`config.mk`:
```
export PLATFORM = sky130hd
export DESIGN_NAME = mem_req_arbiter_flat
export DESIGN_NICKNAME = d
export VERILOG_FILES = /design/src/rtl/mem_req_arbiter_pkg.sv /design/src/rtl/mem_req_arbiter_if.sv /design/src/rtl/mem_req_arbiter_id_fifo.sv /design/src/rtl/mem_req_arbiter.sv /design/src/flat_wrapper.sv
export SDC_FILE = /design/constraint.sdc
export NUM_CORES = 1
export LEC_CHECK = 0
export ABC_AREA = 0
export CORE_AREA = 2 2 110 112
export CTS_CLUSTER_SIZE = 10
export DETAILED_ROUTE_END_ITERATION = 8
export DIE_AREA = 0 0 112 114
export HOLD_SLACK_MARGIN = 0.1
export PLACE_DENSITY = 0.73
export SETUP_SLACK_MARGIN = 0.5
export SYNTH_ARGS = -nofsm -noshare
export SYNTH_HDL_FRONTEND = slang
export SYNTH_HIERARCHICAL = 1
export SYNTH_SLANG_ARGS = --single-unit
export TNS_END_PERCENT = 100
```
`constraint.sdc`:
```
create_clock -name clk -period 5.86 [get_ports clk]
set_input_delay 1.465 -clock clk [delete_from_list [all_inputs] [get_ports clk]]
set_output_delay 1.465 -clock clk [all_outputs]
set_load 0.05 [all_outputs]
```
`src/rtl/mem_req_arbiter_pkg.sv`:
```
// Shared types for the memory request arbiter: channel id type and the upper bound on channel count.
package pipeline_types;

    localparam int NUM_CH_MAX = 8;

    typedef logic [$clog2(NUM_CH_MAX)-1:0] arb_ch_id_t;

    function automatic arb_ch_id_t ch_wrap_inc(input arb_ch_id_t id, input int num_ch);
        if (int'(id) >= num_ch - 1) begin
            return '0;
        end
        return id + arb_ch_id_t'(1);
    endfunction

endpackage

```
`src/rtl/mem_req_arbiter_if.sv`:
```
// Upstream channel bus plus downstream cache handshake. The master modport is the arbiter's view;
// the slave modport is the environment (requesting channels and cache).
interface mem_req_arbiter_if #(
    parameter int NUM_CH = 2,
    parameter int DATA_W = 32
);
    logic [NUM_CH-1:0]                 up_valid;
    logic [NUM_CH-1:0]                 up_op;
    logic [NUM_CH-1:0][31:0]           up_addr;
    logic [NUM_CH-1:0][DATA_W/8-1:0]   up_wstrb;
    logic [NUM_CH-1:0][DATA_W-1:0]     up_wdata;
    logic [NUM_CH-1:0]                 up_uncache;
    logic [NUM_CH-1:0]                 up_addr_ok;
    logic [NUM_CH-1:0]                 up_data_ok;
    logic [DATA_W-1:0]                 up_rdata;

    logic                              dn_valid;
    logic                              dn_op;
    logic [31:0]                       dn_addr;
    logic [DATA_W/8-1:0]               dn_wstrb;
    logic [DATA_W-1:0]                 dn_wdata;
    logic                              dn_uncache;
    logic                              dn_addr_ok;
    logic                              dn_data_ok;
    logic [DATA_W-1:0]                 dn_rdata;

    modport master (
        input  up_valid, up_op, up_addr, up_wstrb, up_wdata, up_uncache,
        output up_addr_ok, up_data_ok, up_rdata,
        output dn_valid, dn_op, dn_addr, dn_wstrb, dn_wdata, dn_uncache,
        input  dn_addr_ok, dn_data_ok, dn_rdata
    );

    modport slave (
        output up_valid, up_op, up_addr, up_wstrb, up_wdata, up_uncache,
        input  up_addr_ok, up_data_ok, up_rdata,
        input  dn_valid, dn_op, dn_addr, dn_wstrb, dn_wdata, dn_uncache,
        output dn_addr_ok, dn_data_ok, dn_rdata
    );

endinterface

```
`src/rtl/mem_req_arbiter_id_fifo.sv`:
```
// In-order queue of granted channel ids; supports push and pop in the same cycle.
module id_fifo #(
    parameter int DEPTH = 4,
    parameter int W     = 3
) (
    input  logic                     clk,
    input  logic                     rst_n,
    input  logic                     push,
    input  logic                     pop,
    input  logic [W-1:0]             din,
    output logic [W-1:0]             dout,
    output logic                     full,
    output logic                     empty,
    output logic [$clog2(DEPTH):0]   count
);
    localparam int AW = $clog2(DEPTH);

    logic [W-1:0]  r_mem [DEPTH];
    logic [AW-1:0] r_wptr;
    logic [AW-1:0] r_rptr;
    logic [AW:0]   r_count;
    logic          w_push;
    logic          w_pop;

    assign w_push = push && !full;
    assign w_pop  = pop && !empty;

    always_ff @(posedge clk) begin
        if (w_push) begin
            r_mem[r_wptr] <= din;
        end
    end

    // DEPTH is a power of two, so the pointers wrap on their own.
    always_ff @(posedge clk or negedge rst_n) begin
        if (!rst_n) begin
            r_wptr  <= '0;
            r_rptr  <= '0;
            r_count <= '0;
        end else begin
            if (w_push) r_wptr <= r_wptr + 1'b1;
            if (w_pop)  r_rptr <= r_rptr + 1'b1;
            case ({w_push, w_pop})
                2'b10:   r_count <= r_count + 1'b1;
                2'b01:   r_count <= r_count - 1'b1;
                default: r_count <= r_count;
            endcase
        end
    end

    assign dout  = r_mem[r_rptr];
    assign full  = (r_count == (AW+1)'(DEPTH));
    assign empty = (r_count == '0);
    assign count = r_count;

endmodule

```
`src/rtl/mem_req_arbiter.sv`:
```
// Round-robin arbiter of NUM_CH memory request channels onto one cache port, with in-order response routing.
// Define MEM_REQ_ARB_STATS_EN to add per-channel grant counters and a full-stall cycle counter.
module mem_req_arbiter
    import pipeline_types::*;
#(
    parameter int NUM_CH          = 2,
    parameter int MAX_OUTSTANDING = 4,
    parameter int DATA_W          = 32
) (
    input  logic                    clk,
    input  logic                    rst_n,
    mem_req_arbiter_if.master       bus,
    output logic                    err_unexp_rsp
`ifdef MEM_REQ_ARB_STATS_EN
    ,
    output logic [NUM_CH-1:0][31:0] grant_cnt,
    output logic [31:0]             full_stall_cnt
`endif
);
    localparam int CNT_W = $clog2(MAX_OUTSTANDING) + 1;

    arb_ch_id_t       r_prio_ptr;
    arb_ch_id_t       r_lock_id;
    logic             r_lock_vld;
    logic             r_err_unexp_rsp;

    arb_ch_id_t       w_rr_id;
    arb_ch_id_t       w_gnt_id;
    arb_ch_id_t       w_head_id;
    logic             w_rr_vld;
    logic             w_lock_hit;
    logic             w_gnt_vld;
    logic             w_dn_valid;
    logic             w_accept;
    logic             w_pop;
    logic             w_full;
    logic             w_empty;
    logic [CNT_W-1:0] w_count;

    // Round-robin search upward from r_prio_ptr, wrapping at NUM_CH.
    always_comb begin
        w_rr_vld = 1'b0;
        w_rr_id  = '0;
        for (int k = 0; k < NUM_CH; k++) begin
            for (int c = 0; c < NUM_CH; c++) begin
                if (!w_rr_vld && bus.up_valid[c] &&
                    ((int'(r_prio_ptr) + k == c) || (int'(r_prio_ptr) + k == c + NUM_CH))) begin
                    w_rr_vld = 1'b1;
                    w_rr_id  = arb_ch_id_t'(c);
                end
            end
        end
    end

    always_comb begin
        w_lock_hit = 1'b0;
        for (int c = 0; c < NUM_CH; c++) begin
            if (r_lock_vld && r_lock_id == arb_ch_id_t'(c) && bus.up_valid[c]) begin
                w_lock_hit = 1'b1;
            end
        end
    end

    assign w_gnt_vld  = w_lock_hit || w_rr_vld;
    assign w_gnt_id   = w_lock_hit ? r_lock_id : w_rr_id;
    assign w_dn_valid = rst_n && w_gnt_vld && !w_full;
    assign w_accept   = w_dn_valid && bus.dn_addr_ok;
    assign w_pop      = rst_n && bus.dn_data_ok && !w_empty;

    always_comb begin
        bus.dn_op      = 1'b0;
        bus.dn_addr    = '0;
        bus.dn_wstrb   = '0;
        bus.dn_wdata   = '0;
        bus.dn_uncache = 1'b0;
        bus.up_addr_ok = '0;
        bus.up_data_ok = '0;
        for (int c = 0; c < NUM_CH; c++) begin
            if (w_gnt_id == arb_ch_id_t'(c)) begin
                bus.dn_op      = bus.up_op[c];
                bus.dn_addr    = bus.up_addr[c];
                bus.dn_wstrb   = bus.up_wstrb[c];
                bus.dn_wdata   = bus.up_wdata[c];
                bus.dn_uncache = bus.up_uncache[c];
                bus.up_addr_ok[c] = w_accept;
            end
            if (w_head_id == arb_ch_id_t'(c)) begin
                bus.up_data_ok[c] = w_pop;
            end
        end
    end

    assign bus.dn_valid  = w_dn_valid;
    assign bus.up_rdata  = bus.dn_rdata;
    assign err_unexp_rsp = r_err_unexp_rsp;

    // A presented-but-stalled request holds the grant until accepted or withdrawn.
    always_ff @(posedge clk or negedge rst_n) begin
        if (!rst_n) begin
            r_prio_ptr      <= '0;
            r_lock_vld      <= 1'b0;
            r_lock_id       <= '0;
            r_err_unexp_rsp <= 1'b0;
        end else begin
            if (w_accept) begin
                r_prio_ptr <= ch_wrap_inc(w_gnt_id, NUM_CH);
                r_lock_vld <= 1'b0;
            end else if (w_dn_valid) begin
                r_lock_vld <= 1'b1;
                r_lock_id  <= w_gnt_id;
            end else if (!w_lock_hit) begin
                r_lock_vld <= 1'b0;
            end
            if (bus.dn_data_ok && w_empty) begin
                r_err_unexp_rsp <= 1'b1;
            end
        end
    end

    id_fifo #(
        .DEPTH (MAX_OUTSTANDING),
        .W     ($bits(arb_ch_id_t))
    ) u_id_fifo (
        .clk   (clk),
        .rst_n (rst_n),
        .push  (w_accept),
        .pop   (w_pop),
        .din   (w_gnt_id),
        .dout  (w_head_id),
        .full  (w_full),
        .empty (w_empty),
        .count (w_count)
    );

`ifdef MEM_REQ_ARB_STATS_EN
    logic [NUM_CH-1:0][31:0] r_grant_cnt;
    logic [31:0]             r_full_stall_cnt;

    always_ff @(posedge clk or negedge rst_n) begin
        if (!rst_n) begin
            r_grant_cnt      <= '0;
            r_full_stall_cnt <= '0;
        end else begin
            for (int c = 0; c < NUM_CH; c++) begin
                if (w_accept && w_gnt_id == arb_ch_id_t'(c)) begin
                    r_grant_cnt[c] <= r_grant_cnt[c] + 32'd1;
                end
            end
            if (|bus.up_valid && w_full) begin
                r_full_stall_cnt <= r_full_stall_cnt + 32'd1;
            end
        end
    end

    assign grant_cnt      = r_grant_cnt;
    assign full_stall_cnt = r_full_stall_cnt;
`endif

endmodule

```
`src/flat_wrapper.sv`:
```
// flat-port wrapper written by rule: the top's interface ports become plain ports
module mem_req_arbiter_flat import pipeline_types::*;
#(
    parameter int NUM_CH          = 2,
    parameter int MAX_OUTSTANDING = 4,
    parameter int DATA_W          = 32
)
  (clk, rst_n, err_unexp_rsp, bus_up_valid, bus_up_op, bus_up_addr, bus_up_wstrb, bus_up_wdata, bus_up_uncache, bus_up_addr_ok, bus_up_data_ok, bus_up_rdata, bus_dn_valid, bus_dn_op, bus_dn_addr, bus_dn_wstrb, bus_dn_wdata, bus_dn_uncache, bus_dn_addr_ok, bus_dn_data_ok, bus_dn_rdata);
  mem_req_arbiter_if #(.NUM_CH(NUM_CH), .DATA_W(DATA_W)) bus_i ();
  input  logic clk;
  input  logic rst_n;
  output logic err_unexp_rsp;
  input wire logic [$bits(bus_i.up_valid)-1:0] bus_up_valid;
  input wire logic [$bits(bus_i.up_op)-1:0] bus_up_op;
  input wire logic [$bits(bus_i.up_addr)-1:0] bus_up_addr;
  input wire logic [$bits(bus_i.up_wstrb)-1:0] bus_up_wstrb;
  input wire logic [$bits(bus_i.up_wdata)-1:0] bus_up_wdata;
  input wire logic [$bits(bus_i.up_uncache)-1:0] bus_up_uncache;
  output wire logic [$bits(bus_i.up_addr_ok)-1:0] bus_up_addr_ok;
  output wire logic [$bits(bus_i.up_data_ok)-1:0] bus_up_data_ok;
  output wire logic [$bits(bus_i.up_rdata)-1:0] bus_up_rdata;
  output wire logic [$bits(bus_i.dn_valid)-1:0] bus_dn_valid;
  output wire logic [$bits(bus_i.dn_op)-1:0] bus_dn_op;
  output wire logic [$bits(bus_i.dn_addr)-1:0] bus_dn_addr;
  output wire logic [$bits(bus_i.dn_wstrb)-1:0] bus_dn_wstrb;
  output wire logic [$bits(bus_i.dn_wdata)-1:0] bus_dn_wdata;
  output wire logic [$bits(bus_i.dn_uncache)-1:0] bus_dn_uncache;
  input wire logic [$bits(bus_i.dn_addr_ok)-1:0] bus_dn_addr_ok;
  input wire logic [$bits(bus_i.dn_data_ok)-1:0] bus_dn_data_ok;
  input wire logic [$bits(bus_i.dn_rdata)-1:0] bus_dn_rdata;
  assign bus_i.up_valid = bus_up_valid;
  assign bus_i.up_op = bus_up_op;
  assign bus_i.up_addr = bus_up_addr;
  assign bus_i.up_wstrb = bus_up_wstrb;
  assign bus_i.up_wdata = bus_up_wdata;
  assign bus_i.up_uncache = bus_up_uncache;
  assign bus_up_addr_ok = bus_i.up_addr_ok;
  assign bus_up_data_ok = bus_i.up_data_ok;
  assign bus_up_rdata = bus_i.up_rdata;
  assign bus_dn_valid = bus_i.dn_valid;
  assign bus_dn_op = bus_i.dn_op;
  assign bus_dn_addr = bus_i.dn_addr;
  assign bus_dn_wstrb = bus_i.dn_wstrb;
  assign bus_dn_wdata = bus_i.dn_wdata;
  assign bus_dn_uncache = bus_i.dn_uncache;
  assign bus_i.dn_addr_ok = bus_dn_addr_ok;
  assign bus_i.dn_data_ok = bus_dn_data_ok;
  assign bus_i.dn_rdata = bus_dn_rdata;
  mem_req_arbiter #(.NUM_CH(NUM_CH), .MAX_OUTSTANDING(MAX_OUTSTANDING), .DATA_W(DATA_W)) u_core (.clk(clk), .rst_n(rst_n), .bus(bus_i), .err_unexp_rsp(err_unexp_rsp));
endmodule
```
After elaboration in Yosys (flattened, before gate mapping) --
Memories as Yosys holds them, arrays and structs flattened. Index checks and enable logic that the tools add are counted.
Cells by class: muxes and demuxes 34, add/sub/neg operators 6, equality and inequality tests 13, divide/modulo/power cells 0, reductions and logical operators 37, $lt $le $gt $ge 1, multipliers 0, shift-type cells 0, bitwise logic cells 1
Operators with widths (number):
- $mux W32 | 4
- $eq A32 B3 Y1 const B | 2
- $logic_not A32 Y1 | 2
- $eq A32 B2 Y1 const B | 1
- $mux W1 | 22
- $logic_and A1 B1 Y1 | 19
- $mux W3 | 5
- $logic_not A3 Y1 | 4
- $eq A3 B1 Y1 const B | 3
- $eq A3 B3 Y1 const B | 3
- $mux W4 | 2
- $add A3 B1 Y3 const B | 2
- $pmux W3 S2 | 1
- $logic_not A1 Y1 | 5
- $logic_or A1 B1 Y1 | 5
- $add A2 B1 Y2 const B | 2
- $add A3 B1 Y4 const B | 1
- $eq A3 B2 Y1 const B | 1
- $ge A3 B1 Y1 const B | 1
- $ne A3 B3 Y1 const B | 1
- $sub A3 B1 Y3 const B | 1
- $eq A2 B1 Y1 const B | 1
- $eq A2 B2 Y1 const B | 1
- $reduce_and A2 Y1 | 1
- 2 further kinds | 2
Storage, ports and cells: word-level logic and storage cells 100, input port bits 178, latch bits 0, bits in read-only memories 0, memories kept 1, RAM bits 12, register bits after elaboration 15
Memories:
- u_core.u_id_fifo.r_mem | depth 4, bits a word 3, read ports 1, clocked after memory_dff 0, write ports 1, line mem_req_arbiter_id_fifo.sv:18 | logic [W-1:0] r_mem [DEPTH];

Longest topological paths before layout --
Gate-level depths: netlist of run 1.
depth after elaboration 23, gate-level depth with buffers 12, depth with buffers taken out 12

Cells and area by module --
The synthesis of run 1 kept the hierarchy.
Modules (own cells, without submodules):
- mem_req_arbiter | times used 1, area an instance 1734.2 sq um, cells each 304
- id_fifo | times used 1, area an instance 874.6 sq um, cells each 53

Least setup slack after synthesis of run 1 --
Ideal clock, no wire load.
path type input-to-output, start input bus_up_valid[0], end output bus_dn_addr[0], setup slack 0.661 ns, stages on the path 9, buffers on the path 2, arrival time 3.734 ns, cell sequence nor2b_1 > a211oi_1 > o21a_1 > inv_1 > ha_1 > buf_2 > buf_1 > nand2_1 > o21ai_0
Between the ends: word-level cells in the longest chain between the ends 18, elaborated cells between the ends (all ways) 24, classes of those cells eq/ne (1); mux (11); reduce/logical (12)
Ends and longest elaborated chain:
- start, declared | line flat_wrapper.sv:13 | input wire logic [$bits(bus_i.up_valid)-1:0] bus_up_valid;
- $logic_and A1 B1 Y1 | line mem_req_arbiter.sv:46 | if (!w_rr_vld && bus.up_valid[c] &&
- $mux W1 | line mem_req_arbiter.sv:46
- $logic_not A1 Y1 | line mem_req_arbiter.sv:46
- $logic_and A1 B1 Y1 (2 in series) | line mem_req_arbiter.sv:46
- $mux W1 | line mem_req_arbiter.sv:46
- $logic_not A1 Y1 | line mem_req_arbiter.sv:46
- $logic_and A1 B1 Y1 (2 in series) | line mem_req_arbiter.sv:46
- $mux W1 | line mem_req_arbiter.sv:46
- $logic_not A1 Y1 | line mem_req_arbiter.sv:46
- $logic_and A1 B1 Y1 (2 in series) | line mem_req_arbiter.sv:46
- $mux W3 | line mem_req_arbiter.sv:46
- $mux W3 * | line mem_req_arbiter.sv:65 | assign w_gnt_id = w_lock_hit ? r_lock_id : w_rr_id;
- net u_core.w_gnt_id[0] | line mem_req_arbiter.sv:28 | arb_ch_id_t w_gnt_id;
- $logic_not A3 Y1 | line mem_req_arbiter.sv:79 | if (w_gnt_id == arb_ch_id_t'(c)) begin
- $mux W32 | line mem_req_arbiter.sv:79
- $mux W32 * | line mem_req_arbiter.sv:79
- end, declared | line flat_wrapper.sv:24 | output wire logic [$bits(bus_i.dn_addr)-1:0] bus_dn_addr;
Mark *: on every way through the listed nets, which the timed path passes. The rest lies on a longest branch.

Final worst setup path of run 1 --
start input bus_up_valid[0], end output bus_dn_addr[31]
Same word-level chain as after synthesis.

==> reports/qor.txt, run 1 <==
outcome: finished clean
crit end category: output pin
synth unique cells: 46
largest area contributor in the netlist: nand2_1
Worst Tran Pin Value: 0.535 ns
crit path from: bus_up_valid[0]
Starting Density: 22.3%
Total Wirelength: 10900 µm
Area growth syn-to-layout: 100%
ys async rst share: 55.6%
post-DP HPWL: 9360 µm
synth warn: 6
Most used DFF post-synth: dfrtp_1
TritonCTS Sinks: 27
Synth Area in Compound Gates: 18.8%
reg-to-reg startpoint: u_core/u_id_fifo/count[0]$_DFFE_PN0P_
WS Path Type: input pin to output pin
multiplexer share of the synthesized area: 5.13%
Root Driver: clkbuf_16
P_sw: 0.000880 W
clk_lat worst skew: 0.25 ns
synthesized flop and latch total: 27
grt ovf: 0
hold crit path type: register to register
fraction of layout cells with a size suffix above 1: 19.8%
M3 GR Usage: 4.94%
M1 GR Usage: 17.3%
Adder-Cell Fraction of Synth Area: 4.60%
final net count: 734
most frequent cell after synthesis: nand2_1
clk slew on worst S/H paths: 0.06 ns
boundary pin count: 286
Cells after DPL: 688
Port-buffer cells: 221
Rows: 40
number of flops mapped to enable cells by yosys: 12
switching part of the total: 49.0%
power per cell area: 344 nW/µm²
Flop pwr share: 17.2%
simple-gate area share of the yosys netlist: 27.0%
Crit Path Max Fanout: 15
Internal Pwr Total: 0.000916 W
Worst setup SP type: input pin
Clk network pwr share: 8.4%
Gate power share: 74.5%
hold_buf cts: 0
GP Congestion: 0.844
Vias: 3111
Max Clock Freq: 0.190 GHz
die area: 12800 µm²
Tmin final: 5.26 ns
Max rail drop VDD: 0.173 mV
Via density: 4.49
RSZ-0062 raised after global routing: no
Seq/Total Area, Yosys: 28.2%
Syn Area/Cell: 7.31 µm²
met2 Use GR: 30.1%
synth top area cells: nand2_1 (19%), dfrtp_1 (14%), edfxtp_1 (14%)
Final Hold Viols: 0
largest net degree at the start of global routing: 53
Final period util: 89.8%
CTS tree: done
Clock Skew: 0.00422 ns
Power Total: 0.00180 W
grt peak-use layer: met2
number of fill cells in the layout: 1106
setup TNS: 0 ns
CTS max path bufs: 2
DRT iter0 DRCs: 107
antenna cell count: 0
Finished Layout Cells: 693
DRT Pass-1 Iters: 4
R2R setup slack: 3.37 ns
Critical Path RT: 4.39 ns
Setup crit end: bus_dn_addr[31]
core area: 11700 µm²
worst r2r dst: u_core/u_id_fifo/count[2]$_DFFE_PN0P_
commonest cells in the netlist: nand2_1 (133), o21ai_0 (65), buf_4 (32)
drt wl/cell: 15.7 µm
max-capacitance violation count: 0
area share of the largest cell type after synthesis: 19.1%
Leak: 2.11 nW
Slew Limit Fails: 0
Die Span Y: 114 µm
number of global-route vias before repair: 3023
Post-Syn Area: 2610 µm²
critical path arrival: 3.80 ns
largest family of logic cells by synthesized area: simple AND/OR/NAND/NOR gates
Max H-tree Level: 1
number of remaining DRC errors: 0
Synth Area in XOR/XNOR: 2.01%
worst r2r path cells: 13
first-pass GRT wire length: 15900 µm
Die X: 112 µm
initial antenna violation count: 0
Num CTS Buffers: 3
Routed Antenna Nets: 0
total track usage: 15.8%
# setup viols final: 0
Max-slew headroom: 64.0%
Mapped Cells: 357
==> sequential cells by signal, summed over array words and instances (netlist names) <==
register                 count
u_core/u_id_fifo/count       3
u_core/u_id_fifo/r_wptr      2
u_core/r_lock_vld            1
u_core/u_id_fifo/r_rptr      2
u_core/u_id_fifo/r_mem      12
u_core/r_prio_ptr            3
u_core/r_lock_id             3
u_core/err_unexp_rsp         1
==> worst max-delay path, cell delays in order <==
cell and delay (ns):
clkdlybuf4s50_1 0.53, nor2b_1 0.15, a211oi_1 0.07, o21a_2 0.28, ha_4 0.24, buf_4 0.19, nor2b_1 0.43, a22o_1 0.27
buf_12 0.15
==> per-layer routing <==
metal,vias to the layer above,part of all wire (%),routed length [µm]
met4,0,1.5,168
met1,1383,37,4050
met3,16,10,1140
met2,193,51,5530
li1,1519,-,-
met5,-,0,0
==> per-stage QoR <==
step | worst slack [ns] | utilization, % | hold WS (ns) | cell area, µm²
floorplan | 0.661 | - | 0.466 | 2640
global placement | 0.578 | 43.8 | 0.439 | 5120
detailed placement | 0.516 | 43.8 | 0.444 | 5120
CTS | 0.505 | 44.4 | 0.458 | 5200
global route | 0.505 | 44.5 | 0.486 | 5220
finish | 0.598 | 44.5 | 0.452 | 5220
==> repair_timing <==
action	4_1_cts	5_1_grt
resized for setup	0	2
setup buffers	0	1
setup endpoints to repair	0	56
==> cell families after synthesis <==
group                    Yosys count
other                              2
AND/OR/NAND/NOR                  158
buffers and inverters             64
XOR/XNOR                           6
flip-flops                        27
AO/OA/AOI/OAI                     83
multiplexers                       8
adder cells (fa/ha/maj)            9
==> cells in the final DEF, fill, tap and decap left out, types with 2 or more instances in the layout <==
master	count
conb_1	11
edfxtp_1	12
a22o_1	6
buf_4	40
clkbuf_16	3
and2_1	4
nor3b_4	2
xnor2_1	3
ha_1	6
dfrtp_1	15
clkdlybuf4s50_1	149
nand2_1	133
mux4_2	3
o21a_1	2
and2_2	4
o21ai_0	65
mux2_4	3
inv_1	8
buf_12	41
xor2_1	3
nor2b_1	3
==> worst min path at each step <==
stage | startpoint | to | slack [ns] | depth (start not counted)
floorplan | u_core/r_prio_ptr[1]$_DFFE_PN0P_ | u_core/r_prio_ptr[1]$_DFFE_PN0P_ | 0.47 | 1
global placement | u_core/err_unexp_rsp$_DFFE_PN0P_ | u_core/err_unexp_rsp$_DFFE_PN0P_ | 0.44 | 1
detailed placement | u_core/err_unexp_rsp$_DFFE_PN0P_ | u_core/err_unexp_rsp$_DFFE_PN0P_ | 0.44 | 1
CTS | u_core/err_unexp_rsp$_DFFE_PN0P_ | u_core/err_unexp_rsp$_DFFE_PN0P_ | 0.46 | 1
global route | u_core/err_unexp_rsp$_DFFE_PN0P_ | u_core/err_unexp_rsp$_DFFE_PN0P_ | 0.49 | 1
finish | u_core/err_unexp_rsp$_DFFE_PN0P_ | u_core/err_unexp_rsp$_DFFE_PN0P_ | 0.45 | 1
==> power by group through the flow <==
stage                     clock network [W]  logic [W]  registers, W
after floorplan                           0   0.000820      0.000303
after global placement                    0    0.00132      0.000307
after detailed placement                  0    0.00134      0.000311
after CTS                          0.000153    0.00134      0.000308
after global routing               0.000159    0.00141      0.000316
final                              0.000150    0.00134      0.000308
==> layout make-up <==
| cell class | count | area (µm²) | share of cell area [%] |
|---|---|---|---|
| Timing Repair Buffer | 231 | 2620 | 50.3 |
| Multi-Input combinational cell | 275 | 1560 | 29.9 |
| Sequential cell | 27 | 736 | 14.1 |
| Tap cell | 147 | 184 | 3.53 |
| Clock buffer | 4 | 78.8 | 1.51 |
| Inverter | 9 | 33.8 | 0.648 |
Power figures use the tool's default switching activity.
==> run 2, diff against run 1 <==
--- a/config.mk
+++ b/config.mk
@@ -6,12 +6,15 @@
 export NUM_CORES = 1
 export LEC_CHECK = 0
 export ABC_AREA = 0
-export CORE_AREA = 2 2 110 112
+export CELL_PAD_IN_SITES_DETAIL_PLACEMENT = 1
+export CELL_PAD_IN_SITES_GLOBAL_PLACEMENT = 2
+export CORE_ASPECT_RATIO = 1.25
+export CORE_MARGIN = 2
+export CORE_UTILIZATION = 14
 export CTS_CLUSTER_SIZE = 10
 export DETAILED_ROUTE_END_ITERATION = 8
-export DIE_AREA = 0 0 112 114
 export HOLD_SLACK_MARGIN = 0.1
-export PLACE_DENSITY = 0.73
+export PLACE_DENSITY = 0.95
 export SETUP_SLACK_MARGIN = 0.5
 export SYNTH_ARGS = -nofsm -noshare
 export SYNTH_HDL_FRONTEND = slang
==> reports/qor.txt, run 2 (synthesized netlist as in run 1, its figures left out) <==
outcome: finished clean
CTS tree: done
hold crit path type: register to register
first-pass GRT wire length: 17500 µm (+9.6%)
Tmin final: 5.25 ns (-0.0134 ns)
Die Span Y: 157 µm (+37%)
CTS max path bufs: 2 (unchanged)
boundary pin count: 286 (unchanged)
number of global-route vias before repair: 3125 (+3.4%)
Starting Density: 14.4% (-7.9 points)
Root Driver: clkbuf_16
setup TNS: 0 ns (unchanged)
post-DP HPWL: 10500 µm (+12%)
max reg flops: 12 (unchanged)
Cells after DPL: 769 (+12%)
Clock Skew: 0.00300 ns (-0.00122 ns)
Finished Layout Cells: 778 (+12%)
Leak: 2.21 nW (+4.4%)
Worst Tran Pin Value: 0.536 ns (+0.000801 ns)
grt ovf: 0 (unchanged)
drt wl/cell: 15.6 µm (-0.59%)
commonest cells after routing, fill and taps aside: clkdlybuf4s50_1 (148), nand2_1 (133), buf_12 (62)
initial antenna violation count: 5 (+5)
Max Clock Freq: 0.191 GHz (+0.26%)
WS Path Type: input pin to output pin
clk_lat worst skew: 0.26 ns (about the same)
critical path arrival: 3.78 ns (-0.02 ns)
RSZ-0062 raised after global routing: yes
TritonCTS Sinks: 27 (unchanged)
Final period util: 89.6% (-0.23 points)
Slew Limit Fails: 0 (unchanged)
fraction of layout cells with a size suffix above 1: 20.4% (+0.66 points)
Final Hold Viols: 0 (unchanged)
worst slack, placed: 0.317 ns (-0.200 ns)
max-capacitance violation count: 0 (unchanged)
Most flops, register: u_core/u_id_fifo/r_mem
final net count: 736 (+0.27%)
GP Congestion: 0.792 (-6.3%)
number of fill cells in the layout: 2079 (+88%)
Port-buffer cells: 221 (unchanged)
Routed Antenna Nets: 0 (unchanged)
total track usage: 11.4% (-4.4 points)
Area growth syn-to-layout: 115%
Die X: 126 µm (+13%)
HP Start: u_core/err_unexp_rsp$_DFFE_PN0P_
Max H-tree Level: 1 (unchanged)
commonest non-fill, non-tap cell in the layout: clkdlybuf4s50_1
hold_buf cts: 0 (unchanged)
Critical Path RT: 4.39 ns (about the same)
power per cell area: 339 nW/µm² (-1.5%)
Setup WS post-layout: 0.612 ns (+0.0134 ns)
largest net degree at the start of global routing: 64 (+21%)
core area: 18200 µm² (+55%)
Max-slew headroom: 64.2% (+0.21 points)
DRT iter0 DRCs: 98 (-8.4%)
# setup viols final: 0 (unchanged)
die area: 19700 µm² (+55%)
DRT Pass-1 Iters: 4 (unchanged)
Crit Path Max Fanout: 5 (-10)
Via density: 3.97 (-12%)
Total Wirelength: 12200 µm (+12%)
Worst setup SP type: input pin
crit end category: output pin
Max rail drop VDD: 0.194 mV (+12%)
crit path from: bus_up_valid[0]
reg-to-reg startpoint: u_core/r_lock_id[1]$_DFFE_PN0P_
number of remaining DRC errors: 0 (unchanged)
Vias: 3085 (-0.84%)
clk slew on worst S/H paths: 0.07 ns (about the same)
Num CTS Buffers: 3 (unchanged)
Rows: 55 (+38%)
## run 2: cell types whose count changed in the layout (fill, tap and decap cells not counted), sizes merged
cell           previous run  this run
buf                      82        85
clkbuf                    4         3
clkdlybuf4s50           149       148
clkinv                    0         1
diode                     0         2
## run 2: power by group
part	switching [W]	internal (W)	leakage (nW)
Combinational	0.000782	0.000654	1.87
Sequential	0.0000569	0.000254	0.292
Clock	0.0000649	0.0000922	0.0409
## run 2: routing by layer
metal	track usage (%)	routed length, µm	vias up	share of wire [%]
met5	0	21	-	0.17
met4	4.24	417	4	3.4
met3	3.69	1080	41	8.9
met2	20.9	6260	133	51
met1	12.1	4380	1383	36
li1	-	-	1524	-
## run 2: final cells by class
cell class                 instances  area [µm²]  area share [%]
timing repair buffer             233        2900            51.7
clock buffer                       3        75.1            1.34
inverter                           9        33.8           0.602
multi-input combinational        275        1570            28.0
sequential                        27         736            13.1
antenna                            2        5.00          0.0892
tap                              228         285            5.08
clock inverter                     1        5.00          0.0892
## run 2: final timing paths
check                      cells after the start                                      to  slack, ns
setup / recovery                               7                       bus_up_addr_ok[1]       0.61
hold / removal                                 1        u_core/err_unexp_rsp$_DFFE_PN0P_       0.46
setup reg to reg                               9        u_core/r_prio_ptr[0]$_DFFE_PN0P_       3.32
hold reg to reg                                1        u_core/err_unexp_rsp$_DFFE_PN0P_       0.46
max in group asynchronous                      2  u_core/u_id_fifo/r_rptr[0]$_DFFE_PN0P_       4.13
min in group asynchronous                      2           u_core/r_lock_vld$_DFFE_PN0P_       1.55
## run 2: timing repair
item / 4_1_cts / 5_1_grt
pin swaps: 0 / 1
endpoints found under the setup margin: 57 / 41
buffers inserted: 0 / 3
gates resized for setup: 5 / 3
## run 2: stage by stage
step                      area, µm²  hold slack (ns)  util, %  total power (W)
after floorplan                2640            0.466        -          0.00112
after detailed placement       5490            0.448     30.2          0.00175
after global placement         5490            0.443     30.2          0.00172
after global routing           5610            0.487     30.9          0.00201
after CTS                      5580            0.468     30.7          0.00192
final                          5610            0.465     30.9          0.00190
## run 2: critical path, stage by stage
cell and delay (ns):
clkdlybuf4s50_1 0.45, nor2b_1 0.15, a211oi_1 0.30, o21a_2 0.28, ha_4 0.17, and2_1 0.14, clkdlybuf4s50_1 0.83
==> run 3, diff against run 2 <==
==> constraint.sdc (replaced) <==
create_clock -name clk -period 6.76 [get_ports clk]
set_input_delay 1.69 -clock clk [delete_from_list [all_inputs] [get_ports clk]]
set_output_delay 1.69 -clock clk [all_outputs]
set_load 0.05 [all_outputs]
==> reports/qor.txt, run 3 (synthesized netlist as in run 1, its figures left out) <==
outcome: finished clean
Setup WS post-layout: 0.721 ns (+0.110 ns)
P_sw: 0.000735 W (-19%)
crit end category: output pin
first-pass GRT wire length: 16500 µm (-5.7%)
initial antenna violation count: 1 (-4)
Final Instance Area: 5140 µm² (-8.5%)
DP Area: 4930 µm² (-10%)
Critical Path RT: 5.07 ns (+0.68 ns)
number of global-route vias before repair: 2928 (-6.3%)
# setup viols final: 0 (unchanged)
clk_lat worst skew: 0.26 ns (about the same)
Starting Density: 14.4% (unchanged)
final net count: 730 (-0.82%)
GP Congestion: 0.786 (-0.77%)
Leak: 2.62 nW (+19%)
Max H-tree Level: 1 (unchanged)
number of setup buffers added after CTS: 0 (unchanged)
drt wl/cell: 15.3 µm (-2.3%)
clk slew on worst S/H paths: 0.07 ns (about the same)
hold crit path type: register to register
Most flops, register: u_core/u_id_fifo/r_mem
Slew Limit Fails: 0 (unchanged)
Num CTS Buffers: 3 (unchanged)
CP cell instances: clkdlybuf4s50_1 > nor2b_1 > a211oi_1 > o21a_1 > inv_1 > ha_2 > buf_4 > and2_1 > clkdlybuf4s50_1
most used cell, CP: clkdlybuf4s50_1
Cells after DPL: 766 (-0.39%)
number of remaining DRC errors: 0 (unchanged)
Max Clock Freq: 0.166 GHz
WS Path Type: input pin to output pin
Port-buffer cells: 221 (unchanged)
CTS tree: done
Max-slew headroom: 63.9% (-0.23 points)
Root Driver: clkbuf_16
DRT iter0 DRCs: 77 (-21%)
critical path arrival: 4.35 ns (+0.57 ns)
post-DP HPWL: 9730 µm (-7.1%)
TritonCTS Sinks: 27 (unchanged)
grt ovf: 0 (unchanged)
Rows: 55 (unchanged)
Area growth syn-to-layout: 96.9%
fraction of layout cells with a size suffix above 1: 9.59% (-11 points)
Worst setup SP type: input pin
Finished Layout Cells: 771 (-0.90%)
power per cell area: 280 nW/µm² (-17%)
Slowest cell on crit path: clkdlybuf4s50_1
CTS max path bufs: 2 (unchanged)
Internal Pwr Total: 0.000703 W (-30%)
Tmin final: 6.04 ns
Power Total: 0.00144 W (-24%)
worst slack, placed: 0.428 ns (+0.111 ns)
max reg flops: 12 (unchanged)
Die Span Y: 157 µm (unchanged)
Clk network pwr share: 9.6% (+1.4 points)
commonest non-fill, non-tap cell in the layout: clkdlybuf4s50_1
switching part of the total: 51.1% (+3.7 points)
number of fill cells in the layout: 2128 (+2.4%)
Gate power share: 71.9% (-3.5 points)
total track usage: 10.5% (-0.81 points)
core area: 18200 µm² (unchanged)
die area: 19700 µm² (unchanged)
RSZ-0062 raised after global routing: no
Routed Antenna Nets: 0 (unchanged)
largest net degree at the start of global routing: 49 (-23%)
commonest cells after routing, fill and taps aside: clkdlybuf4s50_1 (151), nand2_1 (133), o21ai_0 (65)
Via density: 3.91 (-1.4%)
slowest stage delay, CP: 0.71 ns (-0.12 ns)
Final Hold Viols: 0 (unchanged)
Flop pwr share: 18.5% (+2.2 points)
Crit Path Max Fanout: 23 (+18)
max-capacitance violation count: 0 (unchanged)
Worst Tran Pin Value: 0.540 ns (+0.00420 ns)
setup TNS: 0 ns (unchanged)
DRT Pass-1 Iters: 4 (unchanged)
boundary pin count: 286 (unchanged)
Vias: 3014 (-2.3%)
Die X: 126 µm (unchanged)
Max rail drop VDD: 0.184 mV (-5.1%)
Clock Skew: 0.00480 ns (+0.00180 ns)
Total Wirelength: 11800 µm (-3.1%)
Final period util: 89.3%
run 3: cell count changes in the layout (fill, tap and decap cells not counted), sizes merged:
| cell | previous run | this run |
|---|---|---|
| inv | 9 | 10 |
| clkinv | 1 | 0 |
| buf | 85 | 26 |
| clkdlybuf4s50 | 148 | 151 |
| diode | 2 | 1 |
| dlymetal6s2s | 0 | 48 |
| dlygate4sd2 | 0 | 2 |
run 3: repair_timing:
item,4_1_cts,5_1_grt
endpoints found under the setup margin,2,48
endpoints found under the hold margin,0,0
resized for setup,2,48
hold buffers,0,0
run 3: critical path, delay by kind of cell:
kind | cells | cell delay, ns
buffers and inverters | 4 | 1.48
adder cells (fa/ha/maj) | 1 | 0.23
AND/OR/NAND/NOR | 2 | 0.32
AO/OA/AOI/OAI | 2 | 0.62
run 3: power groups by stage:
stage                     logic, W  clock network [W]  registers [W]
after detailed placement   0.00105                  0       0.000271
after CTS                  0.00106           0.000142       0.000268
after global placement     0.00104                  0       0.000269
after global routing       0.00110           0.000148       0.000275
after floorplan           0.000711                  0       0.000262
final                      0.00103           0.000138       0.000266
run 3: final timing paths:
path                                                             from                                endpoint  slack [ns]  depth (start not counted)
worst max-delay path                                  bus_up_valid[0]                       bus_up_addr_ok[0]        0.72                          9
worst min-delay path                 u_core/err_unexp_rsp$_DFFE_PN0P_        u_core/err_unexp_rsp$_DFFE_PN0P_        0.46                          1
worst max register to register  u_core/u_id_fifo/count[2]$_DFFE_PN0P_   u_core/u_id_fifo/count[2]$_DFFE_PN0P_        4.18                         12
worst min register to register       u_core/err_unexp_rsp$_DFFE_PN0P_        u_core/err_unexp_rsp$_DFFE_PN0P_        0.46                          1
max in group asynchronous                                       rst_n  u_core/u_id_fifo/r_wptr[1]$_DFFE_PN0P_        4.58                          2
min in group asynchronous                                       rst_n           u_core/r_lock_vld$_DFFE_PN0P_        1.73                          1
run 3: layout make-up:
class	instances	area [µm²]	area share, %
Sequential cell	27	736	14.3
Antenna cell	1	2.50	0.0487
Multi-Input combinational cell	275	1560	30.3
Tap cell	228	285	5.55
Inverter	9	33.8	0.658
Clock inverter	1	8.76	0.170
Timing Repair Buffer	227	2440	47.4
Clock buffer	3	75.1	1.46
run 3: metrics by stage:
step	util [%]	hold WS, ns
2_1_floorplan	-	0.466
4_1_cts	27.6	0.469
3_3_place_gp	27.2	0.447
5_1_grt	28.3	0.484
3_5_place_dp	27.2	0.448
6_report	28.3	0.460
run 3: layer usage:
layer  vias up  global-route usage (%)  wire (µm)
met5         -                       0          0
met2       120                    19.1       6000
met3        26                    2.36        864
li1       1509                       -          -
met1      1359                    12.4       4660
met4         0                    3.04        254
